--- src/rtl/load_store_unit.sv ---
// ---------------------------------------------------------------------------
// load_store_unit
//
// Bridges RV32I load/store requests from a CPU onto a single-port,
// word-organised data RAM with a one-cycle registered read.
//   - Loads  : IDLE -> READ -> WAIT -> RESP
//   - SW     : IDLE -> WRITE -> RESP
//   - SB/SH  : IDLE -> READ -> WAIT -> WRITE -> RESP (read-modify-write)
//   - Errors : IDLE -> RESP (misaligned access or illegal funct3)
//
// Ports
//   clk, rst_n             clock, asynchronous active-low reset
//   req_valid/req_ready    request handshake (ready only while idle)
//   req_we                 1 = store, 0 = load
//   req_funct3             RV32I width/sign selector
//   req_addr, req_wdata    byte address, right-aligned store data
//   rsp_valid              one-cycle response pulse
//   rsp_rdata, rsp_err     extended load data, error flag
//   data_memory_address    RAM word address (req_addr[ADDR_W+1:2])
//   data_memory_data_in    full word written to RAM
//   store, load            RAM write / read strobes
//   data_memory_data_out   RAM read word, valid the cycle after load
// ---------------------------------------------------------------------------
module load_store_unit #(
    parameter int ADDR_W = 12
) (
    input  logic              clk,
    input  logic              rst_n,
    input  logic              req_valid,
    output logic              req_ready,
    input  logic              req_we,
    input  logic [2:0]        req_funct3,
    input  logic [31:0]       req_addr,
    input  logic [31:0]       req_wdata,
    output logic              rsp_valid,
    output logic [31:0]       rsp_rdata,
    output logic              rsp_err,
    output logic [ADDR_W-1:0] data_memory_address,
    output logic [31:0]       data_memory_data_in,
    output logic              store,
    output logic              load,
    input  logic [31:0]       data_memory_data_out
);

    typedef enum logic [2:0] {IDLE, READ, WAIT, WRITE, RESP} state_t;

    state_t      state;
    logic        we_q;
    logic [2:0]  funct3_q;
    logic [1:0]  lane_q;
    logic [15:0] wdata_q;
    logic        req_err;
    logic        unused_addr_bits;

    // Address bits above the RAM word address alias onto the same words.
    assign unused_addr_bits = ^req_addr[31:ADDR_W+2];

    assign req_ready = (state == IDLE);

    // Pick the addressed byte/halfword out of a RAM word and extend it.
    function automatic logic [31:0] extract(input logic [31:0] word,
                                            input logic [2:0]  f3,
                                            input logic [1:0]  lane);
        logic [7:0]  b;
        logic [15:0] h;
        logic [31:0] r;
        case (lane)
            2'd0:    b = word[7:0];
            2'd1:    b = word[15:8];
            2'd2:    b = word[23:16];
            default: b = word[31:24];
        endcase
        h = lane[1] ? word[31:16] : word[15:0];
        case (f3)
            3'b000:  r = {{24{b[7]}}, b};
            3'b100:  r = {24'd0, b};
            3'b001:  r = {{16{h[15]}}, h};
            3'b101:  r = {16'd0, h};
            default: r = word;
        endcase
        return r;
    endfunction

    // Overlay the new byte (SB) or halfword (SH) onto the old RAM word.
    function automatic logic [31:0] merge(input logic [31:0] word,
                                          input logic        half,
                                          input logic [1:0]  lane,
                                          input logic [15:0] wd);
        logic [31:0] r;
        r = word;
        if (half) begin
            if (lane[1]) r[31:16] = wd;
            else         r[15:0]  = wd;
        end else begin
            case (lane)
                2'd0:    r[7:0]   = wd[7:0];
                2'd1:    r[15:8]  = wd[7:0];
                2'd2:    r[23:16] = wd[7:0];
                default: r[31:24] = wd[7:0];
            endcase
        end
        return r;
    endfunction

    // Error check on the incoming request: illegal width codes first,
    // then natural-alignment rules for halfword and word accesses.
    always_comb begin
        req_err = 1'b0;
        if (req_we) begin
            case (req_funct3)
                3'b000:  req_err = 1'b0;
                3'b001:  req_err = req_addr[0];
                3'b010:  req_err = |req_addr[1:0];
                default: req_err = 1'b1;
            endcase
        end else begin
            case (req_funct3)
                3'b000, 3'b100: req_err = 1'b0;
                3'b001, 3'b101: req_err = req_addr[0];
                3'b010:         req_err = |req_addr[1:0];
                default:        req_err = 1'b1;
            endcase
        end
    end

    // Single FSM; strobes and response fields are registered and
    // default to zero, so each is high only in the state that owns it.
    always_ff @(posedge clk or negedge rst_n) begin
        if (!rst_n) begin
            state               <= IDLE;
            we_q                <= 1'b0;
            funct3_q            <= 3'd0;
            lane_q              <= 2'd0;
            wdata_q             <= 16'd0;
            load                <= 1'b0;
            store               <= 1'b0;
            rsp_valid           <= 1'b0;
            rsp_err             <= 1'b0;
            rsp_rdata           <= 32'd0;
            data_memory_address <= '0;
            data_memory_data_in <= 32'd0;
        end else begin
            load      <= 1'b0;
            store     <= 1'b0;
            rsp_valid <= 1'b0;
            rsp_err   <= 1'b0;
            rsp_rdata <= 32'd0;
            case (state)
                IDLE: begin
                    if (req_valid) begin
                        we_q                <= req_we;
                        funct3_q            <= req_funct3;
                        lane_q              <= req_addr[1:0];
                        wdata_q             <= req_wdata[15:0];
                        data_memory_address <= req_addr[ADDR_W+1:2];
                        if (req_err) begin
                            state     <= RESP;
                            rsp_valid <= 1'b1;
                            rsp_err   <= 1'b1;
                        end else if (req_we && req_funct3 == 3'b010) begin
                            state               <= WRITE;
                            store               <= 1'b1;
                            data_memory_data_in <= req_wdata;
                        end else begin
                            state <= READ;
                            load  <= 1'b1;
                        end
                    end
                end
                READ: begin
                    state <= WAIT;
                end
                WAIT: begin
                    // RAM word is on data_memory_data_out this cycle.
                    if (we_q) begin
                        state               <= WRITE;
                        store               <= 1'b1;
                        data_memory_data_in <= merge(data_memory_data_out,
                                                     funct3_q[0], lane_q, wdata_q);
                    end else begin
                        state     <= RESP;
                        rsp_valid <= 1'b1;
                        rsp_rdata <= extract(data_memory_data_out, funct3_q, lane_q);
                    end
                end
                WRITE: begin
                    state     <= RESP;
                    rsp_valid <= 1'b1;
                end
                RESP: begin
                    state <= IDLE;
                end
                default: begin
                    state <= IDLE;
                end
            endcase
        end
    end

endmodule

--- config.mk ---
export PLATFORM = sky130hd
export DESIGN_NAME = load_store_unit
export DESIGN_NICKNAME = d
export VERILOG_FILES = /design/src/rtl/load_store_unit.sv
export SDC_FILE = /design/constraint.sdc
export NUM_CORES = 1
export LEC_CHECK = 0
export ABC_AREA = 1
export CAP_MARGIN = 20
export CORE_ASPECT_RATIO = 1.25
export CORE_MARGIN = 3
export CORE_UTILIZATION = 45
export DETAILED_ROUTE_END_ITERATION = 16
export GPL_ROUTABILITY_DRIVEN = 0
export GPL_TIMING_DRIVEN = 0
export PLACE_DENSITY = 0.77
export SLEW_MARGIN = 20
export SYNTH_ARGS = -nofsm -noshare
export SYNTH_HDL_FRONTEND = slang
export SYNTH_SLANG_ARGS = --single-unit
--- constraint.sdc ---
create_clock -name clk -period 3.15 [get_ports clk]
set_clock_uncertainty 0.05 [all_clocks]
set_input_delay 0.4725 -clock clk [delete_from_list [all_inputs] [get_ports clk]]
set_output_delay 0.4725 -clock clk [all_outputs]
set_load 0.05 [all_outputs]
* After elaboration in Yosys (flattened, before gate mapping)
Cells that the tools add are included.
** Cells by class
- Equality and inequality tests :: 16
- Muxes and demuxes :: 39
- Reduce and logical (&&, ||, !) cells :: 12
** Operators by type and width (count)
- $mux W32 :: 7
- $pmux W32 S4 :: 1
- $pmux W32 S2 :: 1
- $mux W16 :: 3
- $mux W8 :: 4
- $pmux W8 S3 :: 1
- $mux W1 :: 13
- $eq A3 B3 Y1 const B :: 4
- $pmux W3 S4 :: 1
- $eq A3 B1 Y1 const B :: 3
- $eq A3 B2 Y1 const B :: 3
- $logic_not A3 Y1 :: 3
- $mux W3 :: 3
- $pmux W1 S3 :: 3
- $ne A2 B2 Y1 const B :: 3
- $reduce_or A2 Y1 :: 3
- $reduce_and A5 Y1 :: 1
- $reduce_or A3 Y1 :: 1
- $eq A2 B1 Y1 const B :: 1
- $eq A2 B2 Y1 const B :: 1
- $logic_not A2 Y1 :: 1
- $mux W2 :: 1
- $ne A2 B1 Y1 const B :: 1
- $pmux W1 S2 :: 1
- 3 further kinds :: 3
** Word-level totals
- Bits in registers :: 105
- Input port bits :: 103
- Output and inout bits :: 81

* Logic depth before layout (Yosys ltp)
- Depth after elaboration :: 7
- Mapped depth :: 11
- Mapped depth without buffers :: 9

* Worst setup path after synthesis
No wires, ideal clock.
- Path kind :: register to register
- From :: reg state[0]
- To :: reg data_memory_data_in[0]
- Setup time :: 66 ps
- Data arrival time :: 1622 ps
- Slack :: 1413 ps
- Cell stages (with the launch flop) :: 9
- Path buffers :: 1
- Cell sequence :: dfrtp_1 -> nor2_2 -> nand2_2 -> inv_1 -> o21ai_0 -> nand3_2 -> buf_2 -> nand2_1 -> nand2_1
** On the way
- Word-level cells in the longest chain between the ends :: 3
** Ends and longest elaborated chain
- from (decl) :: RTL line 47 : state_t state;
- from (signal assigned) :: RTL line 130 : state <= IDLE;
- from (signal assigned) :: RTL line 157 : state <= RESP;
- from (signal assigned) :: RTL line 161 : state <= WRITE;
- $logic_not A3 Y1 *
- named net req_ready :: RTL line 30 : output logic req_ready,
- $ne A2 B1 Y1 (no line) (tied with other cells)
- $reduce_and A5 Y1 (no line)
- to (signal assigned) :: RTL line 163 : data_memory_data_in <= req_wdata;
- to (signal assigned) :: RTL line 178 : data_memory_data_in <= merge(data_memory_data_out,
- to (decl) :: RTL line 39 : output logic [31:0] data_memory_data_in,
Mark *: on every way through the listed nets, which the timed path passes. The rest lies on a longest branch.
A chain may end at the register's enable or synchronous reset.

* Worst setup path in the final report
- From :: reg state[0]
- To :: out req_ready
** On the way
- Word-level cells in the longest chain between the ends :: 1
** Ends and longest elaborated chain
- $logic_not A3 Y1 :: RTL line 58 : assign req_ready = (state == IDLE);
- to (decl) :: RTL line 30
Every way passes these cells.

==> results.txt <==
Slowest stage delay, CP: 830 ps
Worst-path cell chain: nor2_2, nand2_2, inv_1, clkdlybuf4s50_1
Worst skew pair latency: 350 ps
Yosys reg bits: 105
Cts bufs inserted: 9
Final WL: 18,000 µm
RSZ-0062 raised after global routing: false
Hold_ws: -12.2 ps
Max Cap Violations: 0
CP delay by family, top: buffers and inverters
Final Net Count: 1,097
CP startpoint kind: flip-flop
Post-cts resize count: 0
Distinct cells, synth: 26
Post-Syn Area: 5750 µm²
Sequential area share after synthesis: 0.457
Combinational share of power: 0.591
Global route overflow: 0
All-Layer GR Usage: 0.262
Worst Path Max Fanout: 5
P_int: 3.82 mW
Post-route antenna net violation count: 0
Flop pwr share: 0.261
Antenna Cells: 0
Via Count: 5,945
Met3 Wirelength: 1480 µm
Setup violators final: 0
CP max stage cell: clkdlybuf4s50_1
Area Overhead vs Synth: 38.0%
Site Rows: 45
Root buf cell: clkbuf_16
Sw Ratio: 0.500
H-tree depth: 3
Post-synthesis instance total: 817
Final max-slew violation count: 0
Place WS: 835 ps
Final HPWL DP: 13,900 µm
Die height: 132 µm
Antenna violations before repair: 0
Worst Setup Slack, final: 650 ps
CTS tree: built
WL met2: 8600 µm
Postcts setup bufs: 0
# clock sinks: 105
Buf/Inv on CP: 2
Arr. time, crit path: 1980 ps
Tmin final: 2500 ps
Most frequent cells in the layout: nand2_1 (338), clkdlybuf4s50_1 (164), dfrtp_1 (105)
CP Class: reg -> out
Largest net degree at the start of global routing: 61
Share of cells above drive strength 1: 0.0721
Fill count: 1,094
Fin cells: 1,163
Violated checks: negative hold slack
Io pins: 184
Syn avg cell area: 7.04 µm²
Initial DRC count: 618
Vias per std cell: 5.11
Wire length on met1: 7090 µm
Ys Warns: 0
Die width: 107 µm
Clk network pwr share: 0.148
Core area: 12,300 µm²
Mapped Nets: 920
CTS Buffer Depth: 2
Final period utilization: 0.794
Starting density of the core: 0.466
Port Buf Inserts: 165
First-pass GRT wire length: 29,300 µm
Hold Buf Count CTS: 0
Top sig layer: met4
Worst-Margin Slew: 557 ps
Final Power: 7.63 mW
Worst path required time: 2630 ps
DRC: 0
Vias in the first global route: 5,785
Fmax: 0.400 GHz
Setup TNS: 0 ps
Most common cell after layout, fill and taps aside: nand2_1
Initial DRT Pass Iterations: 5
Hold WC Path Type: in -> async
Dpl cells: 1,147
Status: finished, violations left
Final hold vios: 8
Lkg Pwr: 3.91 nW
Avg WL per Cell: 15.5 µm
NetSw: 3.82 mW
Die area: 14,200 µm²
Slew HR: 0.629
Pwr per Cell Area: 962 nW/µm²
Clock Pin Slew Worst Setup and Hold Paths: 70 ps
Peak VDD IR: 0.549 mV
CP Capture Type: output port
## power groups by stage
stage	combinational [mW]	clock, mW	sequential [mW]
floorplan	2.11	0	2.97
global placement	4.43	0	2.00
detailed placement	4.48	0	2.01
CTS	4.50	1.15	1.99
global route	4.95	1.20	2.04
finish	4.51	1.13	1.99
## per-layer routing
layer  up-vias  track usage
li1       2942            -
met1      2679        0.321
met2       270        0.434
met3        54       0.0524
met4         0        0.134
met5         -            0
## cell usage after synthesis
| master | instances | area, µm² |
|---|---|---|
| dfrtp_1 | 105 | 2630 |
| nor2_1 | 66 | 248 |
| nand2_2 | 6 | 37.5 |
| inv_2 | 5 | 18.8 |
| nor2_4 | 3 | 33.8 |
| inv_1 | 43 | 161 |
| nand3b_1 | 1 | 7.51 |
| nand2_1 | 338 | 1270 |
| buf_4 | 7 | 52.6 |
| nand4_1 | 2 | 12.5 |
| nand3_1 | 29 | 145 |
| nand3_4 | 1 | 17.5 |
| nand3_2 | 3 | 30.0 |
| a21oi_1 | 62 | 310 |
| clkbuf_1 | 21 | 78.8 |
| buf_6 | 3 | 33.8 |
| nand2_4 | 1 | 11.3 |
| o21ai_0 | 78 | 390 |
| buf_2 | 15 | 75.1 |
| o211a_1 | 1 | 10.0 |
| nor2_2 | 12 | 75.1 |
| nor3_1 | 2 | 10.0 |
| a31oi_1 | 2 | 12.5 |
| a211oi_1 | 1 | 7.51 |
| o211ai_1 | 9 | 67.6 |
| o21ai_1 | 1 | 5.00 |
## registers in the layout, indices dropped and copies added, names as in the netlist, 2 cells and up
name / count
state: 3
lane_q: 2
funct3_q: 3
rsp_rdata: 32
data_memory_address: 12
wdata_q: 16
data_memory_data_in: 32
## cell type report
type | instances | area, µm² | share of cell area
clock inverters | 4 | 52.6 | 0.00662
clock buffers | 12 | 246 | 0.0311
plain buffers | 46 | 240 | 0.0303
repair buffers | 166 | 1680 | 0.212
flip-flops and latches | 105 | 2630 | 0.331
multi-input cells | 618 | 2700 | 0.340
well taps | 164 | 205 | 0.0259
inverters | 48 | 180 | 0.0227
## cells by family after synthesis
kind of cell,count (synthesis),share of synthesized area
AO/OA/AOI/OAI,154,0.140
buffers and inverters,94,0.0731
flip-flops,105,0.457
AND/OR/NAND/NOR,464,0.330
## path summary, 6_finish.rpt
check                                             from  slack (ps)                      end  cells past startpoint
worst max-delay path                          state[0]         650                req_ready                      4
worst min-delay path                             rst_n         -10  data_memory_data_in[17]                      1
worst max register to register                state[0]        1280  data_memory_data_in[31]                      9
worst min register to register  data_memory_address[9]         420   data_memory_address[9]                      2
max in group asynchronous                        rst_n        2430   data_memory_data_in[0]                      2
min in group clk                data_memory_address[9]         420   data_memory_address[9]                      2
## per-stage QoR
| step | util | instance area, µm² |
|---|---|---|
| after global placement | 0.617 | 7600 |
| after detailed placement | 0.619 | 7630 |
| final | 0.643 | 7930 |
| after floorplan | - | 5750 |
| after global routing | 0.643 | 7930 |
| after CTS | 0.643 | 7930 |
## worst register-to-register path, stage by stage (launching register included)
cell and delay, ps:
dfrtp_1 400, nor2_2 160, nand2_2 100, nor2_4 220, inv_2 150, nand2_1 100, nand3_2 190, buf_2 260
nand2_1 80, nand2_1 50
Power figures use the tool's default switching activity.
